`src/rtl/regfile_wb_arbiter.sv`:
```
// Writeback arbiter for the 32x64 register file: mem wins by default, the ALU wins after MAX_WAIT blocked cycles.
// Registered write port (one cycle after a transfer); ready is combinational; busy scoreboard drives issue stall.
module regfile_wb_arbiter #(
  parameter int DATA_WIDTH = 64,
  parameter int MAX_WAIT   = 4,
  parameter int ZERO_REG   = 31
) (
  input  logic                  clock,
  input  logic                  reset,
  input  logic                  alu_valid,
  input  logic [4:0]            alu_rd,
  input  logic [DATA_WIDTH-1:0] alu_data,
  output logic                  alu_ready,
  input  logic                  mem_valid,
  input  logic [4:0]            mem_rd,
  input  logic [DATA_WIDTH-1:0] mem_data,
  output logic                  mem_ready,
  output logic                  wr_en,
  output logic [4:0]            wr_sel,
  output logic [DATA_WIDTH-1:0] wr_data,
  input  logic                  claim_valid,
  input  logic [4:0]            claim_rd,
  input  logic [4:0]            chk_rs_a,
  input  logic [4:0]            chk_rs_b,
  input  logic [4:0]            chk_rd,
  output logic                  stall,
  output logic [31:0]           busy
);

  localparam logic [2:0] WAIT_MAX = 3'(MAX_WAIT);
  localparam logic [4:0] ZERO     = 5'(ZERO_REG);

  logic [2:0]            wait_cnt;
  logic                  alu_force;
  logic                  mem_win;
  logic                  alu_win;
  logic                  xfer;
  logic [4:0]            xfer_rd;
  logic [DATA_WIDTH-1:0] xfer_data;
  logic [31:0]           busy_next;

  // Grant depends only on the valids and the wait counter, never on the other ready.
  always_comb begin
    alu_force = alu_valid && (wait_cnt == WAIT_MAX);
    mem_win   = mem_valid && !alu_force;
    alu_win   = alu_valid && !mem_win;
    alu_ready = alu_win && !reset;
    mem_ready = mem_win && !reset;
    xfer      = alu_ready || mem_ready;
    xfer_rd   = mem_ready ? mem_rd   : alu_rd;
    xfer_data = mem_ready ? mem_data : alu_data;
  end

  always_ff @(posedge clock or posedge reset) begin
    if (reset) begin
      wait_cnt <= 3'd0;
    end else if (alu_ready) begin
      wait_cnt <= 3'd0;
    end else if (alu_valid && (wait_cnt != WAIT_MAX)) begin
      wait_cnt <= wait_cnt + 3'd1;
    end
  end

  // Writes to the zero register are accepted but suppressed; sel/data hold unless a real write occurs.
  always_ff @(posedge clock or posedge reset) begin
    if (reset) begin
      wr_en   <= 1'b0;
      wr_sel  <= 5'd0;
      wr_data <= '0;
    end else begin
      wr_en <= xfer && (xfer_rd != ZERO);
      if (xfer && (xfer_rd != ZERO)) begin
        wr_sel  <= xfer_rd;
        wr_data <= xfer_data;
      end
    end
  end

  // Clear from the write performed this edge first, then a claim to the same register overrides it.
  always_comb begin
    busy_next = busy;
    if (wr_en) busy_next[wr_sel] = 1'b0;
    if (claim_valid && (claim_rd != ZERO)) busy_next[claim_rd] = 1'b1;
    busy_next[ZERO] = 1'b0;
  end

  always_ff @(posedge clock or posedge reset) begin
    if (reset) begin
      busy <= 32'd0;
    end else begin
      busy <= busy_next;
    end
  end

  assign stall = busy[chk_rs_a] | busy[chk_rs_b] | busy[chk_rd];

endmodule

```
`config.mk`:
```
export PLATFORM = sky130hd
export DESIGN_NAME = regfile_wb_arbiter
export DESIGN_NICKNAME = d
export VERILOG_FILES = /design/src/rtl/regfile_wb_arbiter.sv
export SDC_FILE = /design/constraint.sdc
export NUM_CORES = 1
export LEC_CHECK = 0
export CORE_MARGIN = 2
export CORE_UTILIZATION = 37
export DETAILED_ROUTE_END_ITERATION = 10
export GPL_TIMING_DRIVEN = 0
export PLACE_DENSITY = 0.77
export SLEW_MARGIN = 20
export SYNTH_ARGS = -nofsm -noshare
export SYNTH_HDL_FRONTEND = slang
export SYNTH_SLANG_ARGS = --single-unit
```
`constraint.sdc`:
```
create_clock -name clock -period 6 [get_ports clock]
set_input_delay 1.5 -clock clock [delete_from_list [all_inputs] [get_ports clock]]
set_output_delay 1.5 -clock clock [all_outputs]
set_load 0.01 [all_outputs]
```
==> key figures, run 1 <==
Route
  • Per-cell routed wire length: 18.3 um
  • Vias: 5,242
  • Drt via density: 5.34
  • WL final: 17,900 um
  • Pre-antenna DRT Iters: 4
  • DRC: 0
  • DRT iter0 DRCs: 209
  • Final ANT Viol Nets: 0

Die
  • Die X: 126 um
  • Initial core utilization: 0.379
  • Die H: 126 um
  • Site Rows: 44
  • IO Pins: 268
  • CORE AREA: 0.0145 sq mm
  • Die ar.: 0.0159 sq mm

Pwr
  • Design Power: 2.91 mW
  • Max VDD drop: 0.138 mV
  • Psw: 949 uW
  • P_leak: 3.75 nW
  • PwrDens: 336 mW/mm^2
  • Comb pwr share: 0.404
  • Cell-internal power: 1.96 mW
  • Clock share of power: 0.216
  • Switching share of power: 0.326
  • Sequential share of power: 0.380

Clock tree
  • Clk buf depth: 2
  • CTS Buf Count: 9
  • H-tree depth: 3
  • CTS clk-pin slew, worst paths: 60 ps
  • CTS tree: built
  • CTS root buf: clkbuf_16
  • Hold buffers post-CTS: 0
  • Clk_lat worst skew: 340 ps
  • Post-cts gate resize count: 0
  • Setup bufs post-CTS: 0
  • Clock sinks: 104

Finish
  • Area Overhead vs Synth: 57.5%
  • Most frequent cells in the layout: clkdlybuf4s50_1 (258), dfrtp_1 (104), mux2i_1 (82)
  • Design Area, Final: 0.00867 sq mm
  • Most common cell after layout, fill and taps aside: clkdlybuf4s50_1
  • Share of cells above drive strength 1: 0.0714
  • Nets: 958
  • # diodes: 0
  • Finished Layout Cells: 982

Critical path
  • Req. time, crit path: 4500 ps
  • Critical path arrival: 3950 ps
  • Max FO, Critical Path: 63
  • Startpoint types: input port
  • FF-to-FF Start: wait_cnt[0]
  • Worst Setup SP: reset
  • Slack of the worst reg-to-reg path: 3720 ps
  • Crit path top cell by count: clkdlybuf4s50_1
  • CP Capture Point: mem_ready
  • RR Endpoint: wr_data[23]
  • Worst path slowest cell: clkdlybuf4s50_1
  • Critical Path Max Stage Delay: 550 ps
  • Worst reg-to-reg path cell count: 11
  • CP endpoint kind: output port
  • CP Class: in -> out
  • Worst-path cell chain: clkdlybuf4s50_1 -> inv_6 -> buf_16 -> nand3_1 -> buf_2 -> buf_1 -> inv_1 -> clkdlybuf4s50_1

STA
  • Final Critical Period: 5450 ps
  • Worst Tran Pin Value: 637 ps
  • Final setup fails: 0
  • RSZ-0062 raised after global routing: false
  • Slew HR: 0.576
  • Fin. Hold Viols: 0
  • Final clock period utilization by the worst path: 0.909
  • Max-slew violations: 0
  • Max frequency: 183 MHz
  • Clock skew: 8.73 ps
  • WHS: 481 ps

Logic synthesis
  • Synth Instances: 523
  • Syn_area_per_cell: 10.5 sq um
  • Post-synth ARST share: 1.00
  • Synth warn: 0
  • Post-synth net total: 688
  • Flops & latches, synth: 104
  • Cell Area, Synth: 0.00551 sq mm
  • Synth unique cells: 38
  • Sequential share of the synthesized area: 0.473
  • Post-synth EDFFs: 0
  • Most used DFF post-synth: dfrtp_1

GRT
  • Total GRT Usage: 0.225
  • First-pass GRT wire length: 28,400 um
  • Grt ovf: 0
  • Largest net degree at the start of global routing: 64
  • Antenna violations before repair: 1
  • Vias in the first global route: 5,507

Placed design
  • DP Area: 0.00835 sq mm
  • PortBufs: 258
  • Routability cong.: 0.863
  • Hpwl dp: 14,600 um
  • Placed instance count: 966

Run
  • Max_cap viols: 0

Worst hold path
  • Worst min path class: reg -> reg

Outcome
  • Status: finished clean
[power groups by stage]
| stage | Combinational [mW] | Sequential (mW) | Clock [mW] |
|---|---|---|---|
| final | 1.18 | 1.11 | 0.628 |
| after global routing | 1.27 | 1.14 | 0.667 |
| after CTS | 1.19 | 1.10 | 0.637 |
| after detailed placement | 1.19 | 1.11 | 0 |
| after global placement | 1.15 | 1.09 | 0 |
| after floorplan | 0.453 | 1.15 | 0 |
[kinds of logic (layout without fill, tap and decap cells)]
| kind of cell | count (synthesis) | in the layout | share of synthesized area |
|---|---|---|---|
| adders and majority gates | 2 | 2 | 0.00454 |
| xor gates and xnor gates | 1 | 1 | 0.00159 |
| AOI/OAI and AO/OA | 145 | 145 | 0.137 |
| other | 1 | 1 | 0.000681 |
| muxes | 102 | 102 | 0.236 |
| DFF | 104 | 104 | 0.473 |
| and+or+nand+nor | 126 | 126 | 0.111 |
| buffers and inverters | 42 | 317 | 0.0364 |
[cell type report]
class / count / area, sq um
clock inverters: 5 / 80.1
multi-input cells: 377 / 2700
well taps: 184 / 230
clock buffers: 11 / 243
fillers: 1226 / 5860
inverters: 5 / 23.8
flip-flops and latches: 104 / 2600
plain buffers: 37 / 181
repair buffers: 259 / 2610
[how the worst min path moves through the flow]
| stage | from | to | cells after the start |
|---|---|---|---|
| floorplan | wr_data[15] | wr_data[15] | 2 |
| global placement | wr_data[7] | wr_data[7] | 2 |
| detailed placement | wr_data[18] | wr_data[18] | 2 |
| CTS | wr_data[37] | wr_data[37] | 2 |
| global route | wr_data[13] | wr_data[13] | 2 |
| finish | wr_data[37] | wr_data[37] | 2 |
[sequential cells by signal (all words and copies together), names as in the netlist]
signal / count
busy: 31
wr_en: 1
wr_sel: 5
wait_cnt: 3
wr_data: 64
[per-stage QoR]
step | setup WS, ps | util | TNS [ps]
after floorplan | 4.90 | - | 0
after global placement | -1810 | 0.572 | -29210
after detailed placement | 444 | 0.575 | 0
after CTS | 439 | 0.597 | 0
after global routing | 273 | 0.597 | 0
final | 547 | 0.597 | 0
[cells in the mapped netlist (7+ instances only)]
cell      count  area, sq um
dfrtp_1     104         2600
nand3b_1     14          105
buf_2        19         95.1
o21ai_0      62          310
nand3_1      10         50.1
nand2_1      76          285
mux4_1        7          184
mux2i_1      82          821
clkbuf_1     13         48.8
mux4_2       13          293
o21ai_1      69          345
[worst max-delay path, delay by kind of cell]
kind | cells | cell delay (ps)
buffers and inverters | 7 | 2340
AND/OR/NAND/NOR | 1 | 100
[layer usage]
metal	track usage	up-vias	part of all wire	routed length [um]
met3	0.0501	34	0.072	1290
met1	0.257	2502	0.36	6520
li1	-	2443	-	-
met4	0.0737	2	0.025	456
met2	0.416	261	0.54	9660
met5	0	-	0.00061	11
(Power assumes the default switching activity.)
==> inputs of run 2 (changes only) <==
--- a/config.mk
+++ b/config.mk
@@ -7,6 +7,7 @@
 export LEC_CHECK = 0
 export CORE_MARGIN = 2
 export CORE_UTILIZATION = 37
+export CTS_CLUSTER_DIAMETER = 30
 export DETAILED_ROUTE_END_ITERATION = 10
 export GPL_TIMING_DRIVEN = 0
 export PLACE_DENSITY = 0.77
==> results of run 2 <==
No change in the layout: final DEF, timing and power equal those of run 1.
==> inputs of run 3 (changes only) <==
--- a/config.mk
+++ b/config.mk
@@ -5,11 +5,9 @@
 export SDC_FILE = /design/constraint.sdc
 export NUM_CORES = 1
 export LEC_CHECK = 0
-export CORE_MARGIN = 2
 export CORE_UTILIZATION = 37
 export CTS_CLUSTER_DIAMETER = 30
 export DETAILED_ROUTE_END_ITERATION = 10
-export GPL_TIMING_DRIVEN = 0
 export PLACE_DENSITY = 0.77
 export SLEW_MARGIN = 20
 export SYNTH_ARGS = -nofsm -noshare
==> run 3 against run 2 <==
Net effect: total power decreased by 0.90%; sequential share of layout area is 0.11 points higher; global-route usage about the same; combinational power is essentially flat; critical path depth down 2; final cell count decreased by 2.1%; non-clock buffer count decreased by 21; wire length is 3.2% lower; sequential power about the same; critical path type unchanged; largest cell class unchanged; highest routed layer is now met4.
==> key figures, run 3 (synthesized netlist as in run 1, its figures left out) <==
Outcome
  • Status: finished clean

Critical path
  • Slack of the worst reg-to-reg path: 3400 ps
  • Max FO, Critical Path: 9
  • RR Endpoint: wr_data[48]
  • Critical path arrival: 4110 ps
  • Startpoint types: input port
  • CP Capture Point: stall
  • Worst reg-to-reg path cell count: 8
  • FF-to-FF Start: wait_cnt[0]
  • Worst Setup SP: chk_rs_b[0]
  • CP Class: in -> out
  • Req. time, crit path: 4500 ps
  • CP endpoint kind: output port

STA
  • Clock skew: 6.63 ps
  • Final clock period utilization by the worst path: 0.936
  • Setup TNS: 0 ps
  • Final setup fails: 0
  • Worst Tran Pin Value: 873 ps
  • Fin. Hold Viols: 0
  • Max frequency: 178 MHz
  • Slew HR: 0.418
  • RSZ-0062 raised after global routing: false
  • Final Critical Period: 5610 ps
  • Max-slew violations: 0

Clock tree
  • Clk_lat worst skew: 350 ps
  • CTS clk-pin slew, worst paths: 60 ps
  • Post-cts gate resize count: 0
  • CTS Buf Count: 9
  • H-tree depth: 3
  • CTS tree: built
  • Clk buf depth: 2
  • Hold buffers post-CTS: 0
  • Clock sinks: 104
  • CTS root buf: clkbuf_16
  • Setup bufs post-CTS: 0

Route
  • Per-cell routed wire length: 18.1 um
  • Final ANT Viol Nets: 0
  • DRC: 0
  • Vias: 5,170
  • Drt via density: 5.38
  • DRT iter0 DRCs: 341
  • WL final: 17,400 um
  • Pre-antenna DRT Iters: 5

GRT
  • First-pass GRT wire length: 25,900 um
  • Largest net degree at the start of global routing: 62
  • Total GRT Usage: 0.225
  • Vias in the first global route: 5,016
  • Antenna violations before repair: 0
  • Grt ovf: 0

Finish
  • Filler cell count: 1,202
  • Design Area, Final: 0.00864 sq mm
  • Area Overhead vs Synth: 56.9%
  • # diodes: 0
  • Nets: 937
  • Top Registers: wr_data: 64 flops, busy: 31 flops, wr_sel: 5 flops
  • Most common cell after layout, fill and taps aside: clkdlybuf4s50_1
  • Finished Layout Cells: 961
  • Largest register by flop count: wr_data
  • Share of cells above drive strength 1: 0.0566
  • Most frequent cells in the layout: clkdlybuf4s50_1 (266), dfrtp_1 (104), mux2i_1 (81)
  • Largest register FFs: 64

Die
  • Die ar.: 0.0154 sq mm
  • IO Pins: 268
  • Site Rows: 44
  • Die H: 124 um
  • Die X: 124 um
  • CORE AREA: 0.0145 sq mm
  • Initial core utilization: 0.379

Placed design
  • Hpwl dp: 13,800 um
  • PortBufs: 266
  • Routability cong.: 0.904
  • DP Area: 0.00832 sq mm
  • Placed instance count: 944

Pwr
  • PwrDens: 334 mW/mm^2
  • Max VDD drop: 0.163 mV
  • Design Power: 2.88 mW
  • P_leak: 3.71 nW

Worst hold path
  • Worst min path class: reg -> reg

Run
  • Max_cap viols: 0
==> run 3: changes by cell type in the layout (fill, tap and decap cells not counted), sizes merged <==
cell and change:
clkdlybuf4s50 +8, clkbuf -12, clkinv +2, buf -17, bufinv -1, clkinvlp -1
==> run 3: per-stage QoR <==
stage          worst slack (ps)  hold slack (ps)  utilization
5_1_grt                     323              516        0.595
6_report                    386              481        0.595
3_3_place_gp                468              469        0.572
3_5_place_dp                416              474        0.572
4_1_cts                     412              491        0.593
2_1_floorplan              4.90              518            -
==> run 3: layout make-up <==
cell class                      instances  area [sq um]  area share
Timing Repair Buffer                  275          2760       0.319
Inverter                                5          21.3     0.00246
Sequential cell                       104          2600       0.301
Multi-Input combinational cell        377          2730       0.316
Tap cell                              184           230      0.0266
Clock inverter                          5          56.3     0.00652
Clock buffer                           11           243      0.0281
==> run 3: worst min-delay path by stage <==
stage          slack [ps]  cells after the start           to        start
2_1_floorplan         520                      2  wr_data[15]  wr_data[15]
3_3_place_gp          470                      2  wr_data[27]  wr_data[27]
3_5_place_dp          470                      2  wr_data[27]  wr_data[27]
4_1_cts               490                      2  wr_data[60]  wr_data[60]
5_1_grt               520                      2  wr_data[57]  wr_data[57]
6_report              480                      2   wr_data[2]   wr_data[2]
==> run 3: metal layers <==
metal	GRT usage	share of wire	vias to the layer above
li1	-	-	2402
met1	0.264	0.37	2472
met2	0.411	0.53	260
met3	0.0375	0.071	36
met4	0.0841	0.025	0
met5	0	0	-
==> run 3: where the power goes <==
part	leakage, nW	switching [mW]	internal (mW)
Clock	0.145	0.254	0.334
Sequential	1.22	0.237	0.902
Combinational	2.34	0.473	0.684
Total	3.71	0.964	1.92
==> run 3: critical path, cell delays in order <==
cell and delay [ps]:
clkdlybuf4s50_1 760, mux4_1 610, mux4_2 470, a21oi_1 180, nand3_1 90, clkdlybuf4s50_1 490
